--- src/rtl/ds_demux_pkg.sv ---
// Shared types and helpers for the DataStream demultiplexer.
// The optional DS_DEMUX_STAT_EN build uses CNT_WIDTH for its per-stream counters.
package ds_demux_pkg;

    typedef enum logic [1:0] {
        EMPTY = 2'd0,
        BUSY  = 2'd1,
        FULL  = 2'd2
    } state_t;

    localparam int CNT_WIDTH   = 32;
    localparam int MAX_OUTPUTS = 64;

    // Bit idx set when idx < n, all zero otherwise; callers size-cast to their lane count.
    function automatic logic [MAX_OUTPUTS-1:0] onehot(input int idx, input int n);
        logic [MAX_OUTPUTS-1:0] v;
        v = '0;
        for (int i = 0; i < MAX_OUTPUTS; i++) begin
            if (i == idx && i < n) begin
                v[i] = 1'b1;
            end
        end
        return v;
    endfunction

endpackage

--- src/rtl/ds_demux_if.sv ---
// Stream bundle of the demultiplexer: one inbound stream with its select, OUTPUTS outbound lanes.
// A word moves on a stream exactly in the cycle where valid and ready are both high at the
// rising clk edge; valid never depends on ready, and a valid word with its data is held until taken.
interface ds_demux_if #(
    parameter int WIDTH   = 8,
    parameter int OUTPUTS = 2
);
    localparam int SEL_W = $clog2(OUTPUTS);

    logic [SEL_W-1:0]              select;
    logic [WIDTH-1:0]              i_dat;
    logic                          i_val;
    logic                          i_rdy;
    logic [OUTPUTS-1:0][WIDTH-1:0] o_dat;
    logic [OUTPUTS-1:0]            o_val;
    logic [OUTPUTS-1:0]            o_rdy;

    modport master (
        output select, i_dat, i_val, o_rdy,
        input  i_rdy, o_dat, o_val
    );

    modport slave (
        input  select, i_dat, i_val, o_rdy,
        output i_rdy, o_dat, o_val
    );

endinterface

--- src/rtl/ds_skid_buffer.sv ---
// Generic two-entry stream skid stage: head register drives the output, skid register
// absorbs one extra word so the registered ready can lag by a cycle without losing data.
module ds_skid_buffer
    import ds_demux_pkg::*;
#(
    parameter int W = 8
) (
    input  logic         clk,
    input  logic         reset,
    input  logic         in_val_i,
    output logic         in_rdy_o,
    input  logic [W-1:0] in_dat_i,
    output logic         out_val_o,
    input  logic         out_rdy_i,
    output logic [W-1:0] out_dat_o,
    output state_t       state_o
);

    state_t       state_q, state_d;
    logic [W-1:0] head_q, head_d;
    logic [W-1:0] skid_q, skid_d;
    logic         rdy_q;
    logic         inbound;
    logic         acc;

    assign inbound = in_val_i & rdy_q;
    assign acc     = (state_q != EMPTY) & out_rdy_i;

    always_comb begin
        state_d = state_q;
        head_d  = head_q;
        skid_d  = skid_q;
        case (state_q)
            EMPTY: begin
                if (inbound) begin
                    head_d  = in_dat_i;
                    state_d = BUSY;
                end
            end
            BUSY: begin
                if (inbound && acc) begin
                    head_d = in_dat_i;
                end else if (inbound) begin
                    skid_d  = in_dat_i;
                    state_d = FULL;
                end else if (acc) begin
                    state_d = EMPTY;
                end
            end
            FULL: begin
                // Ready is low here, so only the drain of the head can happen.
                if (acc) begin
                    head_d  = skid_q;
                    state_d = BUSY;
                end
            end
            default: begin
                state_d = EMPTY;
            end
        endcase
    end

    always_ff @(posedge clk or posedge reset) begin
        if (reset) begin
            state_q <= EMPTY;
            head_q  <= '0;
            skid_q  <= '0;
            rdy_q   <= 1'b0;
        end else begin
            state_q <= state_d;
            head_q  <= head_d;
            skid_q  <= skid_d;
            rdy_q   <= (state_d != FULL);
        end
    end

    assign in_rdy_o  = rdy_q;
    assign out_val_o = (state_q != EMPTY);
    assign out_dat_o = head_q;
    assign state_o   = state_q;

endmodule

--- src/rtl/ds_demux.sv ---
// DataStream demultiplexer: routes each inbound word to the lane named by the select captured with it.
// Build with DS_DEMUX_STAT_EN to add per-lane transfer counters (o_cnt) and their clear input (clr).
module ds_demux
    import ds_demux_pkg::*;
#(
    parameter int WIDTH   = 8,
    parameter int OUTPUTS = 2
) (
    input  logic      clk,
    input  logic      reset,
    ds_demux_if.slave bus,
    output state_t    dbg_state_o
`ifdef DS_DEMUX_STAT_EN
    ,
    input  logic                                clr,
    output logic [OUTPUTS-1:0][CNT_WIDTH-1:0]   o_cnt
`endif
);

    localparam int              SEL_W   = $clog2(OUTPUTS);
    localparam int              PW      = WIDTH + SEL_W;
    localparam logic [SEL_W:0]  OUT_LIM = OUTPUTS[SEL_W:0];

    logic               sel_ok;
    logic               in_val;
    logic [PW-1:0]      in_pkt;
    logic [PW-1:0]      head_pkt;
    logic               head_val;
    logic               head_rdy;
    logic [WIDTH-1:0]   head_dat;
    logic [SEL_W-1:0]   head_sel;
    logic [OUTPUTS-1:0] sel_lane;

    // An out-of-range word still handshakes inbound but never reaches the skid stage.
    assign sel_ok = ({1'b0, bus.select} < OUT_LIM);
    assign in_val = bus.i_val & sel_ok;
    assign in_pkt = {bus.i_dat, bus.select};

    ds_skid_buffer #(
        .W (PW)
    ) u_skid (
        .clk       (clk),
        .reset     (reset),
        .in_val_i  (in_val),
        .in_rdy_o  (bus.i_rdy),
        .in_dat_i  (in_pkt),
        .out_val_o (head_val),
        .out_rdy_i (head_rdy),
        .out_dat_o (head_pkt),
        .state_o   (dbg_state_o)
    );

    assign {head_dat, head_sel} = head_pkt;
    assign sel_lane = OUTPUTS'(onehot(int'(head_sel), OUTPUTS));
    assign head_rdy = |(sel_lane & bus.o_rdy);
    assign bus.o_val = head_val ? sel_lane : '0;

    for (genvar k = 0; k < OUTPUTS; k++) begin : g_lane
        assign bus.o_dat[k] = head_dat;
    end

`ifdef DS_DEMUX_STAT_EN
    logic [OUTPUTS-1:0][CNT_WIDTH-1:0] cnt_q, cnt_d;

    always_comb begin
        cnt_d = cnt_q;
        for (int k = 0; k < OUTPUTS; k++) begin
            if (clr) begin
                cnt_d[k] = '0;
            end else if (bus.o_val[k] && bus.o_rdy[k]) begin
                cnt_d[k] = cnt_q[k] + CNT_WIDTH'(1);
            end
        end
    end

    always_ff @(posedge clk or posedge reset) begin
        if (reset) begin
            cnt_q <= '0;
        end else begin
            cnt_q <= cnt_d;
        end
    end

    assign o_cnt = cnt_q;
`endif

endmodule

--- src/flat_wrapper.sv ---
// flat-port wrapper written by rule: the top's interface ports become plain ports
module ds_demux_flat import ds_demux_pkg::*;
#(
    parameter int WIDTH   = 8,
    parameter int OUTPUTS = 2
)
  (clk, reset, dbg_state_o, bus_select, bus_i_dat, bus_i_val, bus_o_rdy, bus_i_rdy, bus_o_dat, bus_o_val);
  ds_demux_if #(.WIDTH(WIDTH), .OUTPUTS(OUTPUTS)) bus_i ();
  input  logic clk;
  input  logic reset;
  output state_t dbg_state_o;
  input wire logic [$bits(bus_i.select)-1:0] bus_select;
  input wire logic [$bits(bus_i.i_dat)-1:0] bus_i_dat;
  input wire logic [$bits(bus_i.i_val)-1:0] bus_i_val;
  input wire logic [$bits(bus_i.o_rdy)-1:0] bus_o_rdy;
  output wire logic [$bits(bus_i.i_rdy)-1:0] bus_i_rdy;
  output wire logic [$bits(bus_i.o_dat)-1:0] bus_o_dat;
  output wire logic [$bits(bus_i.o_val)-1:0] bus_o_val;
  assign bus_i.select = bus_select;
  assign bus_i.i_dat = bus_i_dat;
  assign bus_i.i_val = bus_i_val;
  assign bus_i.o_rdy = bus_o_rdy;
  assign bus_i_rdy = bus_i.i_rdy;
  assign bus_o_dat = bus_i.o_dat;
  assign bus_o_val = bus_i.o_val;
  ds_demux #(.WIDTH(WIDTH), .OUTPUTS(OUTPUTS)) u_core (.clk(clk), .reset(reset), .bus(bus_i), .dbg_state_o(dbg_state_o));
endmodule
--- config.mk ---
export PLATFORM = sky130hd
export DESIGN_NAME = ds_demux_flat
export DESIGN_NICKNAME = d
export VERILOG_FILES = /design/src/rtl/ds_demux_pkg.sv /design/src/rtl/ds_demux_if.sv /design/src/rtl/ds_skid_buffer.sv /design/src/rtl/ds_demux.sv /design/src/flat_wrapper.sv
export SDC_FILE = /design/constraint.sdc
export NUM_CORES = 1
export LEC_CHECK = 0
export ABC_AREA = 1
export CELL_PAD_IN_SITES_DETAIL_PLACEMENT = 1
export CELL_PAD_IN_SITES_GLOBAL_PLACEMENT = 2
export CORE_UTILIZATION = 26
export CTS_BUF_LIST = sky130_fd_sc_hd__clkbuf_4 sky130_fd_sc_hd__clkbuf_8 sky130_fd_sc_hd__clkbuf_16
export CTS_CLUSTER_DIAMETER = 120
export DETAILED_ROUTE_END_ITERATION = 8
export PLACE_DENSITY = 0.83
export SYNTH_ARGS = -nofsm -noshare
export SYNTH_HDL_FRONTEND = slang
export SYNTH_SLANG_ARGS = --single-unit
--- constraint.sdc ---
create_clock -name clk -period 1.8 [get_ports clk]
set_clock_uncertainty 0.15 [all_clocks]
set_input_delay 0.36 -clock clk [delete_from_list [all_inputs] [get_ports clk]]
set_output_delay 0.36 -clock clk [all_outputs]
set_load 0.1 [all_outputs]
Word level (Yosys, flattened, before mapping)
Index checks and enable logic that the tools add are counted.
- add/sub/neg operators: 0
- multiply operators: 0
- divide/modulo/power cells: 0
- $lt $le $gt $ge: 0
- eq/ne operators: 6
- shift-type cells: 0
- mux-type cells: 13
- bitwise gates (word level): 4
- reductions and logical operators: 7
- operators by type and width (operator ; number):
    9-bit 2-to-1 mux ; 3
    9-bit one-hot mux with 3 select lines ; 1
    2-bit 2-to-1 mux ; 6
    2-bit != test (second input constant) ; 4
    2-bit one-hot mux with 3 select lines ; 1
    4-bit AND reduction ; 1
    3-bit AND reduction ; 1
    3-bit nonzero test ; 1
    1-bit bitwise AND ; 2
    2-bit bitwise AND ; 1
    2-bit by 1-bit == test with 1-bit output (second input constant) ; 1
    2-bit == test (second input constant) ; 1
    2-bit logical NOT ; 1
    1-bit 2-to-1 mux ; 2
    2-bit nonzero test ; 1
    2-bit OR reduction ; 1
    1-bit logical AND ; 1
    1-bit NOT ; 1
- register bits after elaboration: 21
- bits in latches: 0
- memory bits (writable): 0
- memory bits (read-only): 0
- input bits: 14
- output and inout port bits: 21
- word-level logic and storage cells: 34
- memories: 0

Depth between registers and ports, before layout
- word-level depth: 9
- mapped depth: 8

By module
From an unflattened synthesis, not the netlist that was laid out.
- cells, all modules: 141
- area, all modules: 1116.1 um^2
- modules (own cells, without submodules) (module ; instances ; cells each ; area each (um^2)):
    ds_skid_buffer ; 1 ; 125 ; 1026.0
    ds_demux ; 1 ; 16 ; 90.1

Worst setup path before layout
No wires, ideal clock.
- path type: reg-to-output
- start point: register u_core.u_skid.state_q[1] (netlist: u_core.u_skid.state_o[1])
- end point: output bus_o_val[0]
- data arrival time: 2.493 ns
- data required time: 1.290 ns
- path slack: -1.203 ns
- cell stages (with the launch flop): 5
- path buffers: 0
- cell sequence: dfrtp_1 inv_2 nand2_2 inv_1 nor2_1
- cells in the longest elaborated chain, start to end: 2
- RTL lines (item ; line ; source):
    from (decl) ; ds_skid_buffer.sv:19 ; state_t state_q, state_d;
    from (signal assigned) ; ds_skid_buffer.sv:70 ; state_q <= state_d;
    2-bit nonzero test ; ds_skid_buffer.sv:78 ; assign out_val_o = (state_q != EMPTY);
    2-bit 2-to-1 mux ; ds_demux.sv:56 ; assign bus.o_val = head_val ? sel_lane : '0;
    to (decl) ; flat_wrapper.sv:18 ; output wire logic [$bits(bus_i.o_val)-1:0] bus_o_val;
Every way passes these cells.

Final worst setup path
- start point: register u_core.u_skid.state_q[1] (netlist: u_core.u_skid.state_o[1])
- end point: output bus_o_val[1]
Same word-level chain as after synthesis.

==> run_results.csv <==
group,metric,value,unit
global_routing,globalRoute.totalOverflow,0,
clock_network,worst_setup_hold_path_clk_slew,80,ps
logic_synthesis,syn-num-nets,165,
placement,final_hpwl_from_detailed_placement,2442,microns
worst_setup_path,critPathCaptureType,"primary output",
clock_network,cts_root_buffer,"sky130_fd_sc_hd__clkbuf_8",
drt,dr.first_iter.drc_count,42,
flow_run,max-cap-violations,0,
clock_network,clock_sink_count,21,
sta,relSlewSlack,82.48,%
worst_hold_path,timing.hold.worst.class,"in2async",
floorplan,overall_die_width,70.18,microns
logic_synthesis,synthesis.area_per_instance,8.004,sq um
drt,wl_per_cell,13.21,microns
drt,vias_per_cell,4.582,
layout,layout-drive-gt1-share,27.17,%
floorplan,floorplan.die_area,4925,sq um
worst_setup_path,startpoint_type_of_the_worst_setup_path,"flip-flop",
floorplan,fp-row-count,24,
sta,rsz_0062_raised_after_global_routing,"false",
placement,routabilityCongestion,0.7906,
sta,final-setup-viol-count,0,
layout,layout-area-overhead-vs-synth,46.79,%
run_status,status,"complete, no violations",
sta,slew_viol_final,0,
global_routing,maximum_number_of_pins_on_one_net_before_global_route_repair,22,
global_routing,groute.usage.overall,13.31,%
logic_synthesis,synth.top_cells.by_area,"sky130_fd_sc_hd__dfrtp_1 43%, sky130_fd_sc_hd__nand2_1 19%, sky130_fd_sc_hd__buf_4 11%",
worst_setup_path,cp_max_fo,3,
floorplan,start_util,27.38,%
worst_setup_path,cp_data_required_time,1290,ps
logic_synthesis,ys.warnings.count,0,
sta,worst-slew-pin-transition,262.8,ps
sta,final.period_utilization,96.19,%
sta,timing.final.crit_period,1731,ps
layout,layout.nets,188,
global_routing,grt_pass1_vias,1066,
logic_synthesis,netlist.top_cell.by_area,"sky130_fd_sc_hd__dfrtp_1",
sta,clock.fmax,577.6,MHz
placement,dp_cells,221,
clock_network,postCtsSetupBuffers,0,
layout,postLayoutCellArea,1774,sq um
floorplan,boundaryPins,35,
logic_synthesis,ys_seq_elements,21,
clock_network,cts_inserted_buffers,3,
logic_synthesis,synthesis.area,1209,sq um
drt,drt.antenna.violating_nets,0,
logic_synthesis,yosys.area.top_type_share,43.48,%
drt,routed_wirelength,2972,microns
logic_synthesis,synth_cells,151,
global_routing,antenna_found_initial,0,
clock_network,clk_latency,260,ps
floorplan,core,4414,sq um
sta,report.final.hold_viol_count,0,
clock_network,clock_tree_from_tritoncts,"yes",
drt,drt_drc_violations_left,0,
drt,total_iterations_of_the_first_detailed_routing_run,4,
layout,antenna-diode-count,0,
floorplan,chipHeight,70.18,microns
placement,portBuffers,34,
clock_network,h-tree-depth,1,
worst_setup_path,r2r_cells,5,
global_routing,grt_pass1_wl,5181,microns
placement,placed_area,1723,sq um
worst_setup_path,r2r_slack,270,ps
logic_synthesis,synth.yosys.seq_area_share,43.48,%
clock_network,longest_clk_path_bufs,2,
worst_setup_path,worst_ep_arrival_time,1220,ps
layout,instances_no_fill,225,
worst_setup_path,classification_of_the_worst_setup_path,"reg2out",
drt,vias,1031,
logic_synthesis,synth.lib_cells_used.distinct,16,
==> per-layer routing <==
layer | vias up | track usage [%] | share of wire [%] | routed length [microns]
li1 | 511 | - | - | -
met1 | 478 | 17.91 | 47 | 1395
met2 | 36 | 22.22 | 47 | 1403
met3 | 6 | 1.299 | 4.4 | 131
met4 | 0 | 4.667 | 1.4 | 42
met5 | - | 0 | 0 | 0
==> stage by stage <==
stage / hold WS, ps / TNS, ps / setup WS [ps] / utilization [%]
after floorplan: 186.5 / -61.37 / -41.23 / -
after global routing: 312.1 / 0 / 5.620 / 40.19
after global placement: 313.7 / 0 / 117.3 / 39.03
after CTS: 298.1 / 0 / 41.20 / 40.08
after detailed placement: 322.1 / 0 / 65.66 / 39.03
final: 282.6 / 0 / 68.62 / 40.19
==> cell usage after synthesis <==
cell,number
sky130_fd_sc_hd__nand3_2,2
sky130_fd_sc_hd__dfrtp_1,21
sky130_fd_sc_hd__buf_6,3
sky130_fd_sc_hd__nand2_1,61
sky130_fd_sc_hd__inv_2,2
sky130_fd_sc_hd__clkbuf_1,1
sky130_fd_sc_hd__nand4_1,10
sky130_fd_sc_hd__inv_1,6
sky130_fd_sc_hd__buf_2,1
sky130_fd_sc_hd__nand2_2,1
sky130_fd_sc_hd__a21oi_2,1
sky130_fd_sc_hd__nor2_8,1
sky130_fd_sc_hd__buf_4,17
sky130_fd_sc_hd__nor2_1,2
sky130_fd_sc_hd__nand3_1,19
sky130_fd_sc_hd__nand2_4,3
==> kinds of logic (layout without fill, tap and decap cells) <==
kind of cell	count (synthesis)	after routing	synth area share (%)
simple gates	99	99	39.23
compound gates	1	1	0.7248
buf+inv	30	52	16.56
flops	21	21	43.48
==> cell type report <==
cell class,count,area [sq um]
Timing Repair Buffer,40,595.6
Clock inverter,1,5.005
Fill cell,507,2640
Multi-Input combinational cell,100,498.0
Clock buffer,3,41.29
Tap cell,52,65.06
Inverter,8,35.03
Sequential cell,21,534.3
==> worst paths after layout <==
| check | end | startpoint |
|---|---|---|
| hold reg to reg | u_core.u_skid.skid_q[4]$_DFFE_PP0P_ | u_core.u_skid.skid_q[4]$_DFFE_PP0P_ |
| min in group clk | u_core.u_skid.skid_q[4]$_DFFE_PP0P_ | u_core.u_skid.skid_q[4]$_DFFE_PP0P_ |
| setup / recovery | bus_o_val[1] | u_core.u_skid.state_o[1]$_DFF_PP0_ |
| setup reg to reg | u_core.u_skid.in_rdy_o$_DFF_PP0_ | u_core.u_skid.out_dat_o[0]$_DFFE_PP0P_ |
| hold / removal | u_core.u_skid.out_dat_o[1]$_DFFE_PP0P_ | reset |
| max in group asynchronous | u_core.u_skid.state_o[1]$_DFF_PP0_ | reset |
==> worst max-delay path, stage by stage (launching register included) <==
cell and delay, ps:
sky130_fd_sc_hd__dfrtp_4 510, sky130_fd_sc_hd__inv_2 80, sky130_fd_sc_hd__nand2_2 80, sky130_fd_sc_hd__inv_4 80
sky130_fd_sc_hd__nor2_4 40, sky130_fd_sc_hd__buf_12 160
==> repair_timing <==
action	CTS	global route
hold buffers	0	0
gates resized for setup	0	2
setup endpoints to repair	0	2
==> registers in the layout, indices dropped and copies added (netlist names) <==
signal and count:
u_core.u_skid.skid_q 9, u_core.u_skid.in_rdy_o 1, u_core.u_skid.out_dat_o 9, u_core.u_skid.state_o 2
==> cell usage in the layout (no fill, tap or decap) <==
cell type / netlist / layout
sky130_fd_sc_hd__nand4_1: 10 / 10
sky130_fd_sc_hd__buf_4: 17 / 6
sky130_fd_sc_hd__clkbuf_8: 0 / 3
sky130_fd_sc_hd__dfrtp_2: 0 / 1
sky130_fd_sc_hd__dfrtp_4: 0 / 2
sky130_fd_sc_hd__inv_2: 2 / 1
sky130_fd_sc_hd__buf_12: 0 / 21
sky130_fd_sc_hd__nand3_1: 19 / 19
sky130_fd_sc_hd__a21oi_2: 1 / 1
sky130_fd_sc_hd__nand2_4: 3 / 3
sky130_fd_sc_hd__nand2_1: 61 / 61
sky130_fd_sc_hd__nor2_8: 1 / 1
sky130_fd_sc_hd__nor2_4: 0 / 2
sky130_fd_sc_hd__nand3_2: 2 / 2
sky130_fd_sc_hd__inv_1: 6 / 5
sky130_fd_sc_hd__nand2_2: 1 / 1
sky130_fd_sc_hd__clkinv_2: 0 / 1
sky130_fd_sc_hd__clkdlybuf4s50_1: 0 / 13
sky130_fd_sc_hd__dfrtp_1: 21 / 18
sky130_fd_sc_hd__inv_4: 0 / 2
Power is left out: the tool's default activity adds up to more than one toggle a clock period on the data nets, which glitch-free logic cannot reach.
==> edit, RTL diff (same settings) <==
`WIDTH` is set to 8 in 3 places; all go to 10.
--- a/src/rtl/ds_demux_if.sv
+++ b/src/rtl/ds_demux_if.sv
@@ -2,7 +2,7 @@
 // A word moves on a stream exactly in the cycle where valid and ready are both high at the
 // rising clk edge; valid never depends on ready, and a valid word with its data is held until taken.
 interface ds_demux_if #(
-    parameter int WIDTH   = 8,
+    parameter int WIDTH   = 10,
     parameter int OUTPUTS = 2
 );
     localparam int SEL_W = $clog2(OUTPUTS);
--- a/src/rtl/ds_demux.sv
+++ b/src/rtl/ds_demux.sv
@@ -3,7 +3,7 @@
 module ds_demux
     import ds_demux_pkg::*;
 #(
-    parameter int WIDTH   = 8,
+    parameter int WIDTH   = 10,
     parameter int OUTPUTS = 2
 ) (
     input  logic      clk,
--- a/src/flat_wrapper.sv
+++ b/src/flat_wrapper.sv
@@ -1,7 +1,7 @@
 // flat-port wrapper written by rule: the top's interface ports become plain ports
 module ds_demux_flat import ds_demux_pkg::*;
 #(
-    parameter int WIDTH   = 8,
+    parameter int WIDTH   = 10,
     parameter int OUTPUTS = 2
 )
   (clk, reset, dbg_state_o, bus_select, bus_i_dat, bus_i_val, bus_o_rdy, bus_i_rdy, bus_o_dat, bus_o_val);
Ports: changed (resized bus_i_dat and bus_o_dat); port bits go from 35 to 41. The function was not compared with the original's and may differ.
==> edit against the original RTL <==
Synthesized area up 16%; worst setup slack worse by 0.0067 ns; register-to-register slack worse by 0.07 ns; wire length up 25%; global-route usage up 1.6 points; cell area up 17%; sequential cell count up 4; critical endpoint is now bus_o_val[0]; critical path type unchanged; critical path depth unchanged.
Power is left out: the tool's default activity adds up to more than one toggle a clock period on the data nets, which glitch-free logic cannot reach.
==> edit: results (changes against the original RTL) <==
final_layout:
  fin_cells: 275  # +22%
  num_antenna_cells: 0  # unchanged
  drive_above_1_share_pct: 26.3  # -0.83 points
  fillers: 631  # +24%
  final_nets: 222  # +18%
worst_setup_path:
  cp_max_fo: 2  # -1
  crit_path_max_incr_delay_ns: 0.51  # about the same
  worstReg2RegStart: "u_core.u_skid.state_o[1]"
  r2r-end: "u_core.u_skid.out_dat_o[0]"
  worst_path_max_delay_cell: "dfrtp_4"
  cp.arrival_ns: 1.23
  regToRegSetupSlack_ns: 0.20  # -0.07 ns
  reg2reg_depth: 6  # +1
  crit_family: "flip-flops"
routing:
  drt_iter0_drc: 78  # +86%
  drtPass1Iterations: 4  # unchanged
  viasPerCell: 4.43  # -3.3%
  wl_per_cell_um: 13.5  # +2.1%
logic_synthesis:
  ys_types: 14  # -2
  synth_top_area_share_pct: 44.8  # +1.3 points
  syn_inst: 181  # +20%
  ys_seq_area_share_pct: 44.8  # +1.3 points
  synthTopCellsByCount: "nand2_1, dfrtp_1, buf_4, nand3_1, nand4_1"
  yosysWarnings: 0  # unchanged
  syn_nets: 197  # +19%
  synth.top_cells.by_area: "dfrtp_1, nand2_1, buf_4"
  async_flop_share_pct: 100  # unchanged
  ys_dominant_reg_cell: "dfrtp_1"
grt:
  grt.total_usage_pct: 14.9  # +1.6 points
  grt_max_degree: 26  # +18%
  grt_antenna_before_repair: 0  # unchanged
  grt_pass1_vias: 1215  # +14%
  grt_pass1_wl_um: 6230  # +20%
clock_tree:
  cts_max_path_buffers: 2  # unchanged
  clockRootBuffer: "clkbuf_8"
  clk_pin_slew_worst_paths_ns: 0.09
  clock_latency_ns: 0.27
  cts-buffers-inserted: 3  # unchanged
  htree_levels: 1  # unchanged
placement:
  hpwl_um: 2620  # +7.3%
  routabilityCongestion: 0.732  # -7.4%
  dp_cells: 268  # +21%
  io_buffers: 40  # +18%
sta:
  relSlewSlack_pct: 77.8  # -4.6 points
status:
  status: "completed"
hold_path:
  min_path_type: "input port to asynchronous set/reset pin"
[edit: per-stage QoR]
step	hold WS (ns)	cell area (µm²)	setup WS (ns)
after detailed placement	0.310	2000	0.0489
after global placement	0.305	2000	0.0883
after floorplan	0.237	1430	-0.0360
after global routing	0.320	2080	0.0101
final	0.284	2080	0.0619
after CTS	0.305	2080	0.0486
[edit: worst max-delay path by stage]
stage	start	to	slack [ns]	depth (start not counted)
6_report	u_core.u_skid.state_o[0]	bus_o_val[0]	0.06	5
5_1_grt	u_core.u_skid.state_o[1]	bus_o_val[0]	0.01	5
4_1_cts	u_core.u_skid.state_o[0]	bus_o_val[0]	0.05	5
3_5_place_dp	bus_i_val	u_core.u_skid.skid_q[6]	0.05	7
3_3_place_gp	bus_i_val	u_core.u_skid.skid_q[8]	0.09	7
2_1_floorplan	u_core.u_skid.state_o[1]	bus_o_val[0]	-0.04	4
[edit: worst min-delay path, delay by kind of cell]
kind | cells | cell delay, ns
buf+inv | 3 | 0.76
[edit: logic make-up after synthesis]
kind of cell	Yosys count	synth area share, %
compound gates	1	0.627
simple gates	117	37.1
flops	25	44.8
buf+inv	38	17.5
[edit: timing repair]
action,in CTS,in global routing
gates resized for setup,2,1
setup buffers,3,0
setup endpoints to repair,2,3
[edit: cell type report]
class	instances	area share, %
Clock buffer	4	2.34
Multi-Input combinational cell	118	26.2
Tap cell	70	4.20
Timing Repair Buffer	50	34.8
Sequential cell	25	30.5
Inverter	8	1.92
[edit: layer usage]
| layer | vias to the layer above | track usage, % | wire length (µm) |
|---|---|---|---|
| li1 | 605 | - | - |
| met1 | 588 | 20.7 | 1700 |
| met2 | 24 | 23.6 | 1870 |
| met3 | 2 | 2.25 | 115 |
| met4 | 0 | 5.56 | 24 |
| met5 | - | 0 | 0 |
